<file path="config.mk">
export PLATFORM = sky130hd
export DESIGN_NAME = xbee_rx
export DESIGN_NICKNAME = d
export VERILOG_FILES = /design/src/rtl/xbee_pkg.sv /design/src/rtl/xbee_rx_byte.sv /design/src/rtl/xbee_rx.sv
export SDC_FILE = /design/constraint.sdc
export NUM_CORES = 1
export LEC_CHECK = 0
export ABC_AREA = 1
export BUFFER_PORTS_ARGS = -buffer_cell sky130_fd_sc_hd__buf_2
export CORE_MARGIN = 4
export CORE_UTILIZATION = 65
export DETAILED_ROUTE_END_ITERATION = 8
export PLACE_DENSITY = 0.86
export SYNTH_ARGS = -nofsm -noshare
export SYNTH_HDL_FRONTEND = slang
export SYNTH_SLANG_ARGS = --single-unit
</file>
<file path="constraint.sdc">
create_clock -name clk_50M -period 4.2 [get_ports clk_50M]
set_input_delay 0.21 -clock clk_50M [delete_from_list [all_inputs] [get_ports clk_50M]]
set_output_delay 0.21 -clock clk_50M [all_outputs]
set_load 0.005 [all_outputs]
</file>
<file path="src/rtl/xbee_pkg.sv">
// xbee_pkg: receiver state encoding and link defaults shared by the XBee RX and TX sides.
package xbee_pkg;
  typedef enum logic [2:0] {IDLE, START, DATA, STOP, WAIT_HIGH} rx_state_e;
  localparam int DEF_CLKS_PER_BIT = 434;
  localparam int DEF_NUM_BYTES = 8;
endpackage

</file>
<file path="src/rtl/xbee_rx_byte.sv">
// xbee_rx_byte: rx synchroniser and 8N1 byte FSM producing byte, strobe and frame error.
// XBEE_RX_MAJORITY_EN selects 2-of-3 majority sampling around mid-bit (decided one cycle later).
module xbee_rx_byte import xbee_pkg::*; #(
  parameter int CLKS_PER_BIT = DEF_CLKS_PER_BIT
) (
  input  logic       clk_50M,
  input  logic       rst,
  input  logic       rx_i,
  output logic [7:0] byte_o,
  output logic       byte_strobe_o,
  output logic       frame_err_o,
  output logic       start_o,
  output logic       busy_o
);
  localparam int CW = $clog2(CLKS_PER_BIT);
`ifdef XBEE_RX_MAJORITY_EN
  localparam int OFS = 1;
`else
  localparam int OFS = 0;
`endif
  localparam logic [CW-1:0] HALF_T = CW'(CLKS_PER_BIT / 2 - 1 + OFS);
  localparam logic [CW-1:0] FULL_T = CW'(CLKS_PER_BIT - 1);
  rx_state_e state_q;
  logic [CW-1:0] cnt_q;
  logic [2:0] bit_q;
  logic [7:0] byte_q;
  logic rx_m_q, rx_s_q, strobe_q, ferr_q, sample;
`ifdef XBEE_RX_MAJORITY_EN
  logic [1:0] hist_q;
  always_ff @(posedge clk_50M) hist_q <= rst ? 2'b11 : {hist_q[0], rx_s_q};
  assign sample = (rx_s_q & hist_q[0]) | (rx_s_q & hist_q[1]) | (hist_q[0] & hist_q[1]);
`else
  assign sample = rx_s_q;
`endif
  assign byte_o = byte_q;
  assign byte_strobe_o = strobe_q;
  assign frame_err_o = ferr_q;
  assign start_o = (state_q == IDLE) && !rx_s_q;
  assign busy_o = state_q != IDLE;
  always_ff @(posedge clk_50M) begin
    if (rst) begin
      state_q <= IDLE;
      cnt_q <= '0;
      bit_q <= '0;
      byte_q <= '0;
      rx_m_q <= 1'b1;
      rx_s_q <= 1'b1;
      strobe_q <= 1'b0;
      ferr_q <= 1'b0;
    end else begin
      rx_m_q <= rx_i;
      rx_s_q <= rx_m_q;
      strobe_q <= 1'b0;
      ferr_q <= 1'b0;
      case (state_q)
        IDLE: if (!rx_s_q) begin
          state_q <= START;
          cnt_q <= '0;
          bit_q <= '0;
        end
        START: if (cnt_q == HALF_T) begin
          cnt_q <= '0;
          state_q <= sample ? IDLE : DATA;
        end else cnt_q <= cnt_q + 1'b1;
        DATA: if (cnt_q == FULL_T) begin
          cnt_q <= '0;
          byte_q <= {sample, byte_q[7:1]};
          bit_q <= bit_q + 1'b1;
          if (bit_q == 3'd7) state_q <= STOP;
        end else cnt_q <= cnt_q + 1'b1;
        STOP: if (cnt_q == FULL_T) begin
          cnt_q <= '0;
          strobe_q <= sample;
          ferr_q <= !sample;
          state_q <= sample ? IDLE : WAIT_HIGH;
        end else cnt_q <= cnt_q + 1'b1;
        WAIT_HIGH: if (rx_s_q) state_q <= IDLE;
        default: state_q <= IDLE;
      endcase
    end
  end
endmodule

</file>
<file path="src/rtl/xbee_rx.sv">
// xbee_rx: assembles NUM_BYTES received bytes into a message word with inter-byte timeout.
// XBEE_RX_MAJORITY_EN enables majority-vote bit sampling in the byte receiver.
module xbee_rx import xbee_pkg::*; #(
  parameter int CLKS_PER_BIT = DEF_CLKS_PER_BIT,
  parameter int NUM_BYTES = DEF_NUM_BYTES,
  parameter int TIMEOUT_BITS = 10
) (
  input  logic                   clk_50M,
  input  logic                   rst,
  input  logic                   rx,
  output logic [8*NUM_BYTES-1:0] msg_data,
  output logic                   msg_valid,
  output logic                   frame_err,
  output logic                   msg_timeout,
  output logic                   busy
);
  localparam int W = 8 * NUM_BYTES;
  localparam int GAP_T = TIMEOUT_BITS * CLKS_PER_BIT;
  localparam int GW = $clog2(GAP_T);
  localparam int BW = $clog2(NUM_BYTES);
  logic [7:0] byte_w;
  logic strobe_w, start_w, timeout;
  logic [BW-1:0] cnt_q;
  logic [GW-1:0] gap_q;
  logic [W-1:0] buf_q, buf_d;
  xbee_rx_byte #(.CLKS_PER_BIT(CLKS_PER_BIT)) u_byte (
    .clk_50M(clk_50M), .rst(rst), .rx_i(rx), .byte_o(byte_w), .byte_strobe_o(strobe_w),
    .frame_err_o(frame_err), .start_o(start_w), .busy_o(busy)
  );
  assign timeout = !busy && (cnt_q != '0) && (gap_q == GW'(GAP_T - 1));
  always_comb begin
    buf_d = buf_q;
    buf_d[8 * (NUM_BYTES - 1 - int'(cnt_q)) +: 8] = byte_w;
  end
  always_ff @(posedge clk_50M) begin
    if (rst) begin
      msg_data <= '0;
      msg_valid <= 1'b0;
      msg_timeout <= 1'b0;
      cnt_q <= '0;
      gap_q <= '0;
      buf_q <= '0;
    end else begin
      msg_valid <= 1'b0;
      msg_timeout <= timeout;
      // timeout takes priority over a coinciding start detect
      gap_q <= (timeout || busy || start_w || cnt_q == '0) ? '0 : gap_q + 1'b1;
      if (timeout || frame_err) cnt_q <= '0;
      else if (strobe_w) begin
        buf_q <= buf_d;
        if (cnt_q == BW'(NUM_BYTES - 1)) begin
          cnt_q <= '0;
          msg_data <= buf_d;
          msg_valid <= 1'b1;
        end else cnt_q <= cnt_q + 1'b1;
      end
    end
  end
endmodule

</file>
# Yosys cells after proc, flatten, opt, wreduce, memory -nomap -nowiden
# Index checks and enable logic that the tools add are counted.
[word_totals]
register_bits = 173
inputBits = 3
output_inout_bits = 68
elab_cells = 86
[classes]
addsub = 6
eq_ne = 15
shift = 2
n_mux = 19
bitwise = 4
n_reduce_logical = 26
[ops]
columns = ["cell", "n"]
rows = [
  ["64-bit bitwise mux", 1],
  ["8-bit by 33-bit variable shift with 64-bit output (first input constant)", 1],
  ["8-bit by 33-bit indexed part select with 64-bit output", 1],
  ["7-bit negation with 33-bit output", 1],
  ["3-bit 2-to-1 mux", 10],
  ["9-bit 2-to-1 mux", 3],
  ["9-bit case mux with 3 select lines", 1],
  ["3-bit case mux with 5 select lines", 1],
  ["13-bit by 1-bit adder with 13-bit output (second input constant)", 1],
  ["13-bit == test (second input constant)", 1],
  ["2-bit by 1-bit != test with 1-bit output (second input constant)", 5],
  ["9-bit by 1-bit adder with 9-bit output (second input constant)", 1],
  ["3-bit == test (second input constant)", 3],
  ["9-bit by 8-bit == test with 1-bit output (second input constant)", 1],
  ["9-bit == test (second input constant)", 1],
  ["3-bit nonzero test", 3],
  ["3-bit by 1-bit adder with 3-bit output (second input constant)", 2],
  ["3-bit by 2-bit == test with 1-bit output (second input constant)", 2],
  ["3-bit zero test", 2],
  ["3-bit case mux with 2 select lines", 1],
  ["2-bit AND reduction", 3],
  ["3-bit AND reduction", 2],
  ["6-bit AND reduction", 1],
  ["2-bit OR reduction", 3],
  ["11 further kinds", 21],
]

# Logic depth before layout (Yosys ltp)
# Gate-level depths: netlist of run 1.
[depth]
word_depth = 8
ltp_mapped = 14
depth_no_buf = 11

# Hierarchy
# Synthesis of run 1 repeated with hierarchy kept, for this count alone.
[hier_totals]
cells_unflattened = 1229
area_unflattened_um2 = 8358.0
[modules_own_cells]
columns = ["module", "instances", "cells_per_inst", "area_each_um2", "seq_area_each_um2"]
rows = [
  ["xbee_rx", 1, 1047, 7001.7, 2922.8],
  ["xbee_rx_byte", 1, 182, 1356.3, 540.5],
]

# Worst setup path before layout of run 1
# OpenSTA, ideal clock, no wires.
[synth_path]
path_kind = "register -> register"
start = "register cnt_q[0]"
end = "register buf_q[1]"
setup_time_ns = 0.143
arrival_time_ns = 1.775
required_ns = 4.057
path_slack_ns = 2.282
path_stages_with_launch = 12
n_path_buf = 1
synth_period_minus_slack_ns = 1.918
path_cell_list = "dfxtp_1 > ha_1 > ha_1 > inv_1 > nand2_1 > nor2_1 > nand2_1 > buf_2 > a21oi_1 > inv_1 > nand2_1 > a21oi_2"
[synth_between]
elab_chain_len = 6
elab_cells_between_ends = 11
cone_classes = "add/sub: 2; shift: 2; mux: 1; bitwise: 1; reduce/logical: 5"
[synth_rtl]
columns = ["item", "line", "source"]
rows = [
  ["start: declaration", "xbee_rx.sv:23", "logic [BW-1:0] cnt_q;"],
  ["start signal: assignment", "xbee_rx.sv:55", "end else cnt_q <= cnt_q + 1'b1;"],
  ["branches (longest 6 deep; another with 7-bit negation with 33-bit output)", "-", ""],
  ["end signal: assignment", "xbee_rx.sv:50", "buf_q <= buf_d;"],
  ["end: declaration", "xbee_rx.sv:25", "logic [W-1:0] buf_q, buf_d;"],
]
# Parallel ways; which one is timed is not known.
# A chain may end at the register's enable or synchronous reset.

# Worst setup path after layout of run 1
[layout_path]
start = "register cnt_q[0]"
end = "register msg_data[2]"
[layout_between]
elab_chain_len = 6
elab_cells_between_ends = 12
cone_classes = "add/sub: 2; eq/ne: 1; shift: 2; mux: 1; bitwise: 1; reduce/logical: 5"
[layout_rtl]
columns = ["item", "line", "source"]
rows = [
  ["branches (longest 6 deep; another with 7-bit negation with 33-bit output)", "-", ""],
  ["end signal: assignment", "xbee_rx.sv:53", "msg_data <= buf_d;"],
  ["end: declaration", "xbee_rx.sv:11", "output logic [8*NUM_BYTES-1:0] msg_data,"],
]
# Parallel ways; which one is timed is not known.

==> summary.md, run 1 <==
| Metric | Value |
|---|---|
| Status | `completed` |
| Final hold violation count | `0` |
| Util after Layout | `0.7368` |
| Yosys cell types | `35` |
| Antenna viol nets, final | `0` |
| Reg2reg setup slack | `1.36 ns` |
| Crit Path Max Fanout | `21` |
| Area Growth Syn to Fin | `8.991%` |
| Final GP Congestion | `0.9119` |
| Final setup violation count | `0` |
| RSZ-0062 raised after global routing | `false` |
| Post-synth EDFFs | `0` |
| Clock transition at the registers of the reported paths | `0.06 ns` |
| # DRC | `0` |
| P_sw | `735.4 µW` |
| I/O Pins | `71` |
| Largest net degree at the start of global routing | `75` |
| Crit. End Element | `flip-flop` |
| Worst setup path startpoint | `cnt_q[0]` |
| Top-area cell type share of the netlist area | `0.3995` |
| Clock sinks | `173` |
| WP data arrival | `3.17 ns` |
| Setup crit start kind | `flip-flop` |
| Mapped Area | `8670 µm²` |
| Synth area leader | `dfxtp_1` |
| Asr flop ratio synth | `0` |
| Minimum clock period | `2.844 ns` |
| Gr ovfl total | `0` |
| CP dominant cell by count | `nor2_1` |
| Static Leak | `4.397 nW` |
| H-Tree Depth | `4` |
| Bufs and invs on worst path | `2` |
| Die Y | `123.5 µm` |
| Required @ worst endpoint | `4.53 ns` |
| Final period util | `0.6771` |
| Register area share after synthesis | `0.3995` |
| Clock root cell | `clkbuf_16` |
| DR iter-0 viols | `627` |
| # Post-CTS Setup Buffers | `0` |
| Critical path cell sequence | `ha_1 -> ha_1 -> inv_1 -> nand2_1 -> nor2_1 -> nand2_1 -> nor2_1 -> a21oi_1 -> inv_1 -> nor2_1 -> nor2_1` |
| PostCTS Resize Cnt | `0` |
| Finished Cell Area | `9449 µm²` |
| Initial Util | `0.6760` |
| Syn avg cell area | `6.908 µm²` |
| Net Count, Synth | `1270` |
| Clock Latency Late Sink | `0.44 ns` |
| Share of post-route cells with drive strength above 1 | `0.1570` |
| Max Slew Vio Count | `0` |
| N_diodes | `0` |
| FP Rows | `41` |
| Fin cells | `1471` |
| DP Area | `8825 µm²` |
| Top FF cell, synth | `dfxtp_1` |
| Vias | `7515` |
| Part of the power in the clock network | `0.484` |
| TritonCTS buffer count | `17` |
| Clk buf depth | `2` |
| Worst-margin pin slew | `1.023 ns` |
| Vias in the first global route | `6719` |
| Rel. slew slack | `0.3172` |
| CTS tree | `done` |
| WS Path Type | `flip-flop to flip-flop` |
| Total negative slack | `0 ns` |
| Nets@finish | `1302` |
| Reg2reg path depth | `11` |
| Area of the core | `12820 µm²` |
| CP endpoint | `msg_data[2]` |
| Yosys reg bits | `173` |
| Initial antenna violation count | `0` |
| Hold Slack | `0.2276 ns` |
| Fillers | `1036` |
| Cells after Synth | `1255` |
| Worst stage delay on the critical path | `0.78 ns` |
| Setup Skew | `0.005913 ns` |
| Worst-path cell with the longest stage delay | `ha_1` |
| Cell-internal power | `2.679 mW` |
| DRT Pass-1 Iters | `5` |
| Top post-synthesis cells by area | `dfxtp_1 (40%), nand2_1 (12%), nor2_1 (9.2%)` |
| Seq pwr share | `0.483` |
| I/O Buffers | `70` |
| Die width | `123.5 µm` |
| Worst path depth | `11` |
| Gate power share | `0.032` |
| Wire length of the first global-routing pass | `31640 µm` |
| Worst r2r dst | `msg_data[2]` |
| Placed insts | `1439` |
| Total global-route track usage | `0.2607` |
| CTS Hold Bufs | `1` |
| VDD IR max | `0.2887 mV` |
| Fmax | `351.7 MHz` |
| Synth Warn # | `0` |
| Maxcap violations | `0` |
| WL per Instance | `12.98 µm` |
| WL final | `19090 µm` |
| Die ar. | `15250 µm²` |
| Vias per cell | `5.109` |
| Reg2reg start | `cnt_q[0]` |
| Sw frac | `0.2154` |
| HPWL Detailed | `12680 µm` |
| Pwr Density | `361.4 nW/µm²` |
| Hold Crit Class | `input port to flip-flop` |
| CP top delay family | `adder cells` |
-- kinds of logic (layout without fill, tap and decap cells) --
group / count (synthesis) / count (layout) / synth area share
compound gates: 192 / 192 / 0.1375
flops: 173 / 173 / 0.3995
buf+inv: 253 / 297 / 0.1342
fa+ha+maj: 12 / 12 / 0.01732
xor+xnor: 8 / 8 / 0.008082
simple gates: 617 / 617 / 0.3034
-- power by group through the flow --
stage	logic [mW]	registers (mW)	clock network, mW
global placement	0.110	1.69	0
CTS	0.111	1.65	1.67
floorplan	0.0893	1.69	0
detailed placement	0.110	1.69	0
global route	0.125	1.65	1.74
finish	0.111	1.65	1.65
-- cells in the final DEF (no fill, tap or decap), types with 15 or more instances in the layout --
cell type / n
nand2_1: 279
nor2_1: 213
inv_1: 187
dfxtp_1: 173
buf_2: 69
a21oi_1: 63
o21ai_0: 48
nand2_2: 41
a21oi_2: 40
nand3_1: 31
nor3_1: 27
o21bai_1: 24
clkbuf_16: 17
a31oi_1: 15
-- stage by stage --
stage,setup slack (ns),total power [mW]
after floorplan,2.282,1.775
after global placement,1.481,1.797
after detailed placement,1.407,1.797
after CTS,1.374,3.432
after global routing,1.121,3.516
final,1.356,3.414
-- state kept, by name, summed over array words and instances, names as in the netlist --
name / flops
u_byte.cnt_q: 9
msg_data: 64
u_byte.rx_s_q: 1
u_byte.byte_strobe_o: 1
gap_q: 13
cnt_q: 3
u_byte.bit_q: 3
u_byte.frame_err_o: 1
u_byte.rx_m_q: 1
u_byte.byte_o: 8
u_byte.state_q: 3
msg_valid: 1
msg_timeout: 1
buf_q: 64
-- synthesized netlist by cell type (16+ instances only) --
library cell and count:
a21oi_1 63, a21oi_2 40, buf_2 16, clkbuf_1 19, dfxtp_1 173, inv_1 187
nand2_1 279, nand2_2 41, nand3_1 31, nor2_1 213, nor3_1 27, o21ai_0 48
o21bai_1 24
-- final cells by class --
cell class	instances	area (µm²)	area share
Timing Repair Buffer	76	400.4	0.04237
Inverter	190	713.2	0.07548
Multi-Input combinational cell	829	4043	0.4278
Clock buffer	20	446.7	0.04727
Sequential cell	173	3463	0.3665
Tap cell	172	215.2	0.02278
Clock inverter	11	167.7	0.01774
-- layer usage --
layer	share of wire	track usage	routed length [µm]	up-vias
li1	-	-	-	3910
met1	0.44	0.3359	8417	3368
met2	0.48	0.4322	9168	196
met3	0.051	0.05169	979	41
met4	0.027	0.09965	521	0
met5	0	0	0	-
-- worst min-delay path by stage --
stage                        from             to  cells after the start
finish                        rst      buf_q[27]                      2
global route                  rst      buf_q[27]                      2
CTS                           rst      buf_q[27]                      2
detailed placement  u_byte.rx_m_q  u_byte.rx_s_q                      1
global placement               rx  u_byte.rx_m_q                      2
floorplan                      rx  u_byte.rx_m_q                      1
(Power assumes the default switching activity.)
==> run 2: changes to the inputs <==
--- a/config.mk
+++ b/config.mk
@@ -8,9 +8,9 @@
 export ABC_AREA = 1
 export BUFFER_PORTS_ARGS = -buffer_cell sky130_fd_sc_hd__buf_2
 export CORE_MARGIN = 4
-export CORE_UTILIZATION = 65
+export CORE_UTILIZATION = 60
 export DETAILED_ROUTE_END_ITERATION = 8
-export PLACE_DENSITY = 0.86
+export PLACE_DENSITY = 0.8
 export SYNTH_ARGS = -nofsm -noshare
 export SYNTH_HDL_FRONTEND = slang
 export SYNTH_SLANG_ARGS = --single-unit
==> constraint.sdc (replaced) <==
create_clock -name clk_50M -period 2.8 [get_ports clk_50M]
set_input_delay 0.14 -clock clk_50M [delete_from_list [all_inputs] [get_ports clk_50M]]
set_output_delay 0.14 -clock clk_50M [all_outputs]
set_load 0.005 [all_outputs]
==> run 2 against run 1 <==
Against the previous run:
- flip-flop and latch count unchanged
- maximum frequency up 14%
- die area up 7.8%
- critical path depth down 2
- cell area up 1.2%
- clock skew up 0.00088 ns
- highest routed layer unchanged
==> summary.md, run 2 (same netlist as run 1, synthesis figures left out) <==
| Metric | Value |
|---|---|
| I/O Buffers | `70 (unchanged)` |
| Pwr Total | `5.081 mW (was 3.414 mW)` |
| Post-place setup slack | `0.3559 ns (was 1.407 ns)` |
| Antenna viol nets, final | `0 (unchanged)` |
| Pwr Density | `531.5 nW/µm² (was 361.4 nW/µm²)` |
| Post-route setup slack | `0.3095 ns (was 1.356 ns)` |
| WS Path Type | `flip-flop to flip-flop (unchanged)` |
| PostCTS Resize Cnt | `0 (unchanged)` |
| Maxcap violations | `0 (unchanged)` |
| Worst-margin pin slew | `0.7949 ns (was 1.023 ns)` |
| Clock sinks | `173 (unchanged)` |
| Clock transition at the registers of the reported paths | `0.07 ns (was 0.06 ns)` |
| Die ar. | `16440 µm² (was 15250 µm²)` |
| Worst-path cell with the longest stage delay | `nor3_1 (was ha_1)` |
| N_diodes | `0 (unchanged)` |
| Initial antenna violation count | `0 (unchanged)` |
| Clk buf depth | `2 (unchanged)` |
| Total global-route track usage | `0.2409 (was 0.2607)` |
| H-Tree Depth | `4 (unchanged)` |
| Total negative slack | `0 ns (unchanged)` |
| Final GP Congestion | `0.8844 (was 0.9119)` |
| Area of the multi-input gates | `4043 µm² (unchanged)` |
| Gr ovfl total | `0 (unchanged)` |
| Max Slew Vio Count | `0 (unchanged)` |
| Crit Path Max Fanout | `15 (was 21)` |
| Worst stage delay on the critical path | `0.47 ns (was 0.78 ns)` |
| Fillers | `1184 (was 1036)` |
| DRT Pass-1 Iters | `5 (unchanged)` |
| Crit. End Element | `flip-flop (unchanged)` |
| VDD IR max | `0.3594 mV (was 0.2887 mV)` |
| CP top delay family | `simple AND/OR/NAND/NOR gates (was adder cells)` |
| Largest net degree at the start of global routing | `70 (was 75)` |
| FP Rows | `43 (was 41)` |
| Area Growth Syn to Fin | `10.28% (was 8.991%)` |
| Vias | `7526 (was 7515)` |
| Status | `completed (unchanged)` |
| Setup crit start kind | `flip-flop (unchanged)` |
| I/O Pins | `71 (unchanged)` |
| Minimum clock period | `2.491 ns (was 2.844 ns)` |
| Bufs and invs on worst path | `1 (was 2)` |
| Clock Latency Late Sink | `0.43 ns (was 0.44 ns)` |
| Critical path cell sequence | `ha_1 -> ha_1 -> inv_1 -> nand2_1 -> nor3_1 -> nor2_1 -> a21oi_1 -> nand2_1 -> a21oi_1 (was ha_1 -> ha_1 -> inv_1 -> nand2_1 -> nor2_1 -> nand2_1 -> nor2_1 -> a21oi_1 -> inv_1 -> nor2_1 -> nor2_1)` |
| RSZ-0062 raised after global routing | `false (unchanged)` |
| HPWL Detailed | `13100 µm (was 12680 µm)` |
| Clock root cell | `clkbuf_16 (unchanged)` |
| Wire length of the first global-routing pass | `32310 µm (was 31640 µm)` |
| CTS tree | `done (unchanged)` |
| Final setup violation count | `0 (unchanged)` |
| WL per Instance | `13.07 µm (was 12.98 µm)` |
| WP data arrival | `2.84 ns (was 3.17 ns)` |
| Required @ worst endpoint | `3.15 ns (was 4.53 ns)` |
| Commonest non-fill, non-tap cells in the layout | `nand2_1 (279), nor2_1 (213), inv_1 (187) (unchanged)` |
| Die width | `128.2 µm (was 123.5 µm)` |
| Static Leak | `4.458 nW (was 4.397 nW)` |
| TritonCTS buffer count | `17 (unchanged)` |
| Hold Crit Class | `input port to flip-flop (unchanged)` |
| DR iter-0 viols | `614 (was 627)` |
| Final period util | `0.8895 (was 0.6771)` |
| Commonest non-fill, non-tap cell in the layout | `nand2_1 (unchanged)` |
| Register area | `3463 µm² (unchanged)` |
| Setup Skew | `0.006791 ns (was 0.005913 ns)` |
| Nets@finish | `1311 (was 1302)` |
| Die Y | `128.2 µm (was 123.5 µm)` |
| Largest regs | `buf_q (64), msg_data (64), gap_q (13) (unchanged)` |
| Vias per cell | `5.054 (was 5.109)` |
| Rel. slew slack | `0.4693 (was 0.3172)` |
| Share of post-route cells with drive strength above 1 | `0.1650 (was 0.1570)` |
| Vias in the first global route | `6838 (was 6719)` |
| Initial Util | `0.6174 (was 0.6760)` |
| WL final | `19460 µm (was 19090 µm)` |
| # DRC | `0 (unchanged)` |
| Fmax | `401.5 MHz (was 351.7 MHz)` |
| Final hold violation count | `0 (unchanged)` |
| Area of the core | `14040 µm² (was 12820 µm²)` |
[run 2: changes by cell type in the layout (fill, tap and decap cells not counted), sizes merged]
cell    previous run  this run
buf               75        84
bufinv             4         3
clkbuf            20        17
clkinv             2         3
inv              190       194
[run 2: area by class of cell]
type | count | area share
clock buffer | 17 | 0.04450
timing repair buffer | 85 | 0.05287
inverter | 190 | 0.07460
sequential | 173 | 0.3623
multi-input combinational | 829 | 0.4229
clock inverter | 15 | 0.01937
tap | 180 | 0.02356
[run 2: path summary, 6_finish.rpt]
check	startpoint	end	slack [ns]	cells after the start
hold / removal	rst	buf_q[62]	0.14	2
setup reg to reg	cnt_q[0]	buf_q[45]	0.31	9
hold reg to reg	u_byte.rx_m_q	u_byte.rx_s_q	0.42	1
setup / recovery	cnt_q[0]	buf_q[45]	0.31	9
[run 2: where the power goes]
group | internal, mW | leakage, nW | switching, mW | total (mW)
Sequential | 2.47 | 1.39 | 0.00852 | 2.47
Combinational | 0.0508 | 2.78 | 0.127 | 0.178
Clock | 1.41 | 0.283 | 1.02 | 2.43
Total | 3.93 | 4.46 | 1.15 | 5.08
[run 2: through the flow]
stage / hold WS (ns) / instance area, µm² / util / instances
final: 0.1436 / 9560 / 0.6808 / 1489
after global routing: 0.1400 / 9560 / 0.6808 / 1489
after CTS: 0.1293 / 9560 / 0.6808 / 1489
after detailed placement: 0.3314 / 8940 / 0.6366 / 1456
after global placement: 0.3315 / 8940 / 0.6366 / 1456
after floorplan: 0.2438 / 8670 / - / 1255
[run 2: repair_timing]
action	CTS	global route
setup buffers	0	0
hold endpoints to repair	1	0
hold buffers	1	0
setup endpoints to repair	0	0
[run 2: routing by layer]
| layer | track usage | wire length [µm] | vias to the layer above |
|---|---|---|---|
| li1 | - | - | 3933 |
| met1 | 0.3092 | 8629 | 3332 |
| met2 | 0.4009 | 9326 | 223 |
| met3 | 0.04750 | 1023 | 38 |
| met4 | 0.08989 | 483 | 0 |
| met5 | 0 | 0 | - |
==> run 3: changes to the inputs <==
--- a/config.mk
+++ b/config.mk
@@ -10,7 +10,9 @@
 export CORE_MARGIN = 4
 export CORE_UTILIZATION = 60
 export DETAILED_ROUTE_END_ITERATION = 8
+export GPL_TIMING_DRIVEN = 0
 export PLACE_DENSITY = 0.8
+export RECOVER_POWER = 25
 export SYNTH_ARGS = -nofsm -noshare
 export SYNTH_HDL_FRONTEND = slang
 export SYNTH_SLANG_ARGS = --single-unit
==> run 3 against run 2 <==
Against the previous run:
- cell count increased by 3.2%
- cell area increased by 2.9%
- worst hold slack improved by 0.22 ns
- register-to-register slack got worse by 0.06 ns
- critical path depth increased by 1
- core utilization increased by 2.0 points
- critical path type unchanged
- critical endpoint is now buf_q[15]
==> summary.md, run 3 (same netlist as run 1, synthesis figures left out) <==
| Metric | Value |
|---|---|
| DRT Pass-1 Iters | `5 (unchanged)` |
| Final setup violation count | `0 (unchanged)` |
| PostCTS Resize Cnt | `0 (unchanged)` |
| Util after Layout | `0.7005 (was 0.6808)` |
| Final GP Congestion | `0.9246 (was 0.8844)` |
| Commonest non-fill, non-tap cell in the layout | `nand2_1 (unchanged)` |
| WL per Instance | `14.24 µm (was 13.07 µm)` |
| HPWL Detailed | `15620 µm (was 13100 µm)` |
| Initial Util | `0.6174 (unchanged)` |
| Share of post-route cells with drive strength above 1 | `0.1622 (was 0.1650)` |
| Maxcap violations | `0 (unchanged)` |
| Vias in the first global route | `7606 (was 6838)` |
| Antenna viol nets, final | `0 (unchanged)` |
| Nets@finish | `1359 (was 1311)` |
| Total global-route track usage | `0.2728 (was 0.2409)` |
| Crit Path Max Fanout | `10 (was 15)` |
| DR iter-0 viols | `696 (was 614)` |
| Required @ worst endpoint | `3.17 ns (was 3.15 ns)` |
| Pwr Total | `5.117 mW (was 5.081 mW)` |
| I/O Buffers | `69 (was 70)` |
| Register area | `3463 µm² (unchanged)` |
| Hold Crit Class | `input port to flip-flop (unchanged)` |
| Pwr Density | `520.2 nW/µm² (was 531.5 nW/µm²)` |
| Wire length of the first global-routing pass | `35960 µm (was 32310 µm)` |
| Area of the core | `14040 µm² (unchanged)` |
| Largest net degree at the start of global routing | `17 (was 70)` |
| Setup crit start kind | `flip-flop (unchanged)` |
| Rel. slew slack | `0.5118 (was 0.4693)` |
| Clk buf depth | `2 (unchanged)` |
| WP data arrival | `2.92 ns (was 2.84 ns)` |
| N_diodes | `0 (unchanged)` |
| Final period util | `0.9096 (was 0.8895)` |
| WL final | `21870 µm (was 19460 µm)` |
| Minimum clock period | `2.547 ns (was 2.491 ns)` |
| WS Path Type | `flip-flop to flip-flop (unchanged)` |
| Largest regs | `buf_q (64), msg_data (64), gap_q (13) (unchanged)` |
| Commonest non-fill, non-tap cells in the layout | `nand2_1 (279), nor2_1 (213), inv_1 (187) (unchanged)` |
| Die width | `128.2 µm (unchanged)` |
| Static Leak | `4.545 nW (was 4.458 nW)` |
| FP Rows | `43 (unchanged)` |
| Clock Latency Late Sink | `0.44 ns (was 0.43 ns)` |
| Worst-path cell with the longest stage delay | `dfxtp_1 (was nor3_1)` |
| TritonCTS buffer count | `17 (unchanged)` |
| Area of the multi-input gates | `4043 µm² (unchanged)` |
| Clock transition at the registers of the reported paths | `0.06 ns (was 0.07 ns)` |
| Die Y | `128.2 µm (unchanged)` |
| I/O Pins | `71 (unchanged)` |
| Area Growth Syn to Fin | `13.47% (was 10.28%)` |
| RSZ-0062 raised after global routing | `false (unchanged)` |
| # Post-CTS Setup Buffers | `0 (unchanged)` |
| Initial antenna violation count | `0 (unchanged)` |
| VDD IR max | `0.4226 mV (was 0.3594 mV)` |
| Clock sinks | `173 (unchanged)` |
| CP top delay family | `simple AND/OR/NAND/NOR gates (unchanged)` |
| Worst stage delay on the critical path | `0.53 ns (was 0.47 ns)` |
| Status | `completed (unchanged)` |
| Vias | `7942 (was 7526)` |
| Crit. End Element | `flip-flop (unchanged)` |
| Final hold violation count | `0 (unchanged)` |
| Die ar. | `16440 µm² (unchanged)` |
| Fmax | `392.6 MHz (was 401.5 MHz)` |
| CTS tree | `done (unchanged)` |
| Total negative slack | `0 ns (unchanged)` |
| Clock root cell | `clkbuf_16 (unchanged)` |
| Setup Skew | `0.006290 ns (was 0.006791 ns)` |
| Gr ovfl total | `0 (unchanged)` |
| Vias per cell | `5.171 (was 5.054)` |
| H-Tree Depth | `4 (unchanged)` |
| Worst-margin pin slew | `0.7322 ns (was 0.7949 ns)` |
| CP dominant cell by count | `nor2_1` |
| Max Slew Vio Count | `0 (unchanged)` |
| Fillers | `1198 (was 1184)` |
| Critical path cell sequence | `inv_2 -> ha_1 -> buf_2 -> inv_1 -> clkbuf_1 -> nor3_1 -> nor2_1 -> nor2_1 -> nand2_1 -> a21oi_2 (was ha_1 -> ha_1 -> inv_1 -> nand2_1 -> nor3_1 -> nor2_1 -> a21oi_1 -> nand2_1 -> a21oi_1)` |
| # DRC | `0 (unchanged)` |
| Bufs and invs on worst path | `4 (was 1)` |
[run 3: cell count changes in the layout (fill, tap and decap cells not counted)]
| cell | previous run | this run |
|---|---|---|
| clkinv_4 | 2 | 3 |
| clkbuf_1 | 0 | 40 |
| inv_6 | 4 | 0 |
| buf_6 | 0 | 10 |
| buf_1 | 0 | 3 |
| buf_4 | 12 | 10 |
| buf_12 | 3 | 5 |
| clkinvlp_4 | 5 | 2 |
| buf_2 | 69 | 66 |
| clkbuf_8 | 0 | 3 |
[run 3: timing repair]
item                                    4_1_cts  5_1_grt
hold buffers                                  1        0
endpoints found under the hold margin         1        0
endpoints found under the setup margin        0        0
[run 3: final timing paths]
kind                 start            end  slack, ns  cells past startpoint
max reg2reg       cnt_q[0]      buf_q[15]       0.25                     10
max               cnt_q[0]      buf_q[15]       0.25                     10
min                    rst       gap_q[2]       0.36                      4
min reg2reg  u_byte.rx_m_q  u_byte.rx_s_q       0.41                      1
[run 3: routing by layer]
layer / global-route usage / wire length [µm] / share of wire
met5: 0 / 0 / 0
met4: 0.1124 / 664 / 0.030
met3: 0.06125 / 1522 / 0.070
met2: 0.4502 / 10370 / 0.47
met1: 0.3444 / 9311 / 0.43
[run 3: power by group]
part | leakage (nW) | internal [mW] | total, mW | switching (mW)
clock network | 0.292 | 1.47 | 2.46 | 0.986
registers | 1.39 | 2.47 | 2.47 | 0.00841
logic | 2.86 | 0.0510 | 0.185 | 0.134
total | 4.55 | 3.99 | 5.12 | 1.13
[run 3: tightest hold or removal path, delay by kind of cell]
kind | cells | cell delay [ns]
and+or+nand+nor | 3 | 0.30
buffers and inverters | 1 | 0.31
[run 3: per-stage QoR]
stage / area [µm²] / setup WS [ns] / cells / hold slack, ns
floorplan: 8670 / 0.8818 / 1255 / 0.2438
global placement: 9240 / 0.3867 / 1504 / 0.3381
detailed placement: 9240 / 0.3819 / 1504 / 0.3401
CTS: 9861 / 0.3446 / 1536 / 0.3544
global route: 9837 / 0.1268 / 1536 / 0.4174
finish: 9837 / 0.2530 / 1536 / 0.3595
[run 3: cell type report]
| cell class | count | area share |
|---|---|---|
| inverter | 190 | 0.07250 |
| clock inverter | 9 | 0.01386 |
| tap | 180 | 0.02289 |
| timing repair buffer | 70 | 0.03371 |
| sequential | 173 | 0.3521 |
| multi-input combinational | 829 | 0.4110 |
| buffer | 63 | 0.04579 |
| clock buffer | 22 | 0.04821 |
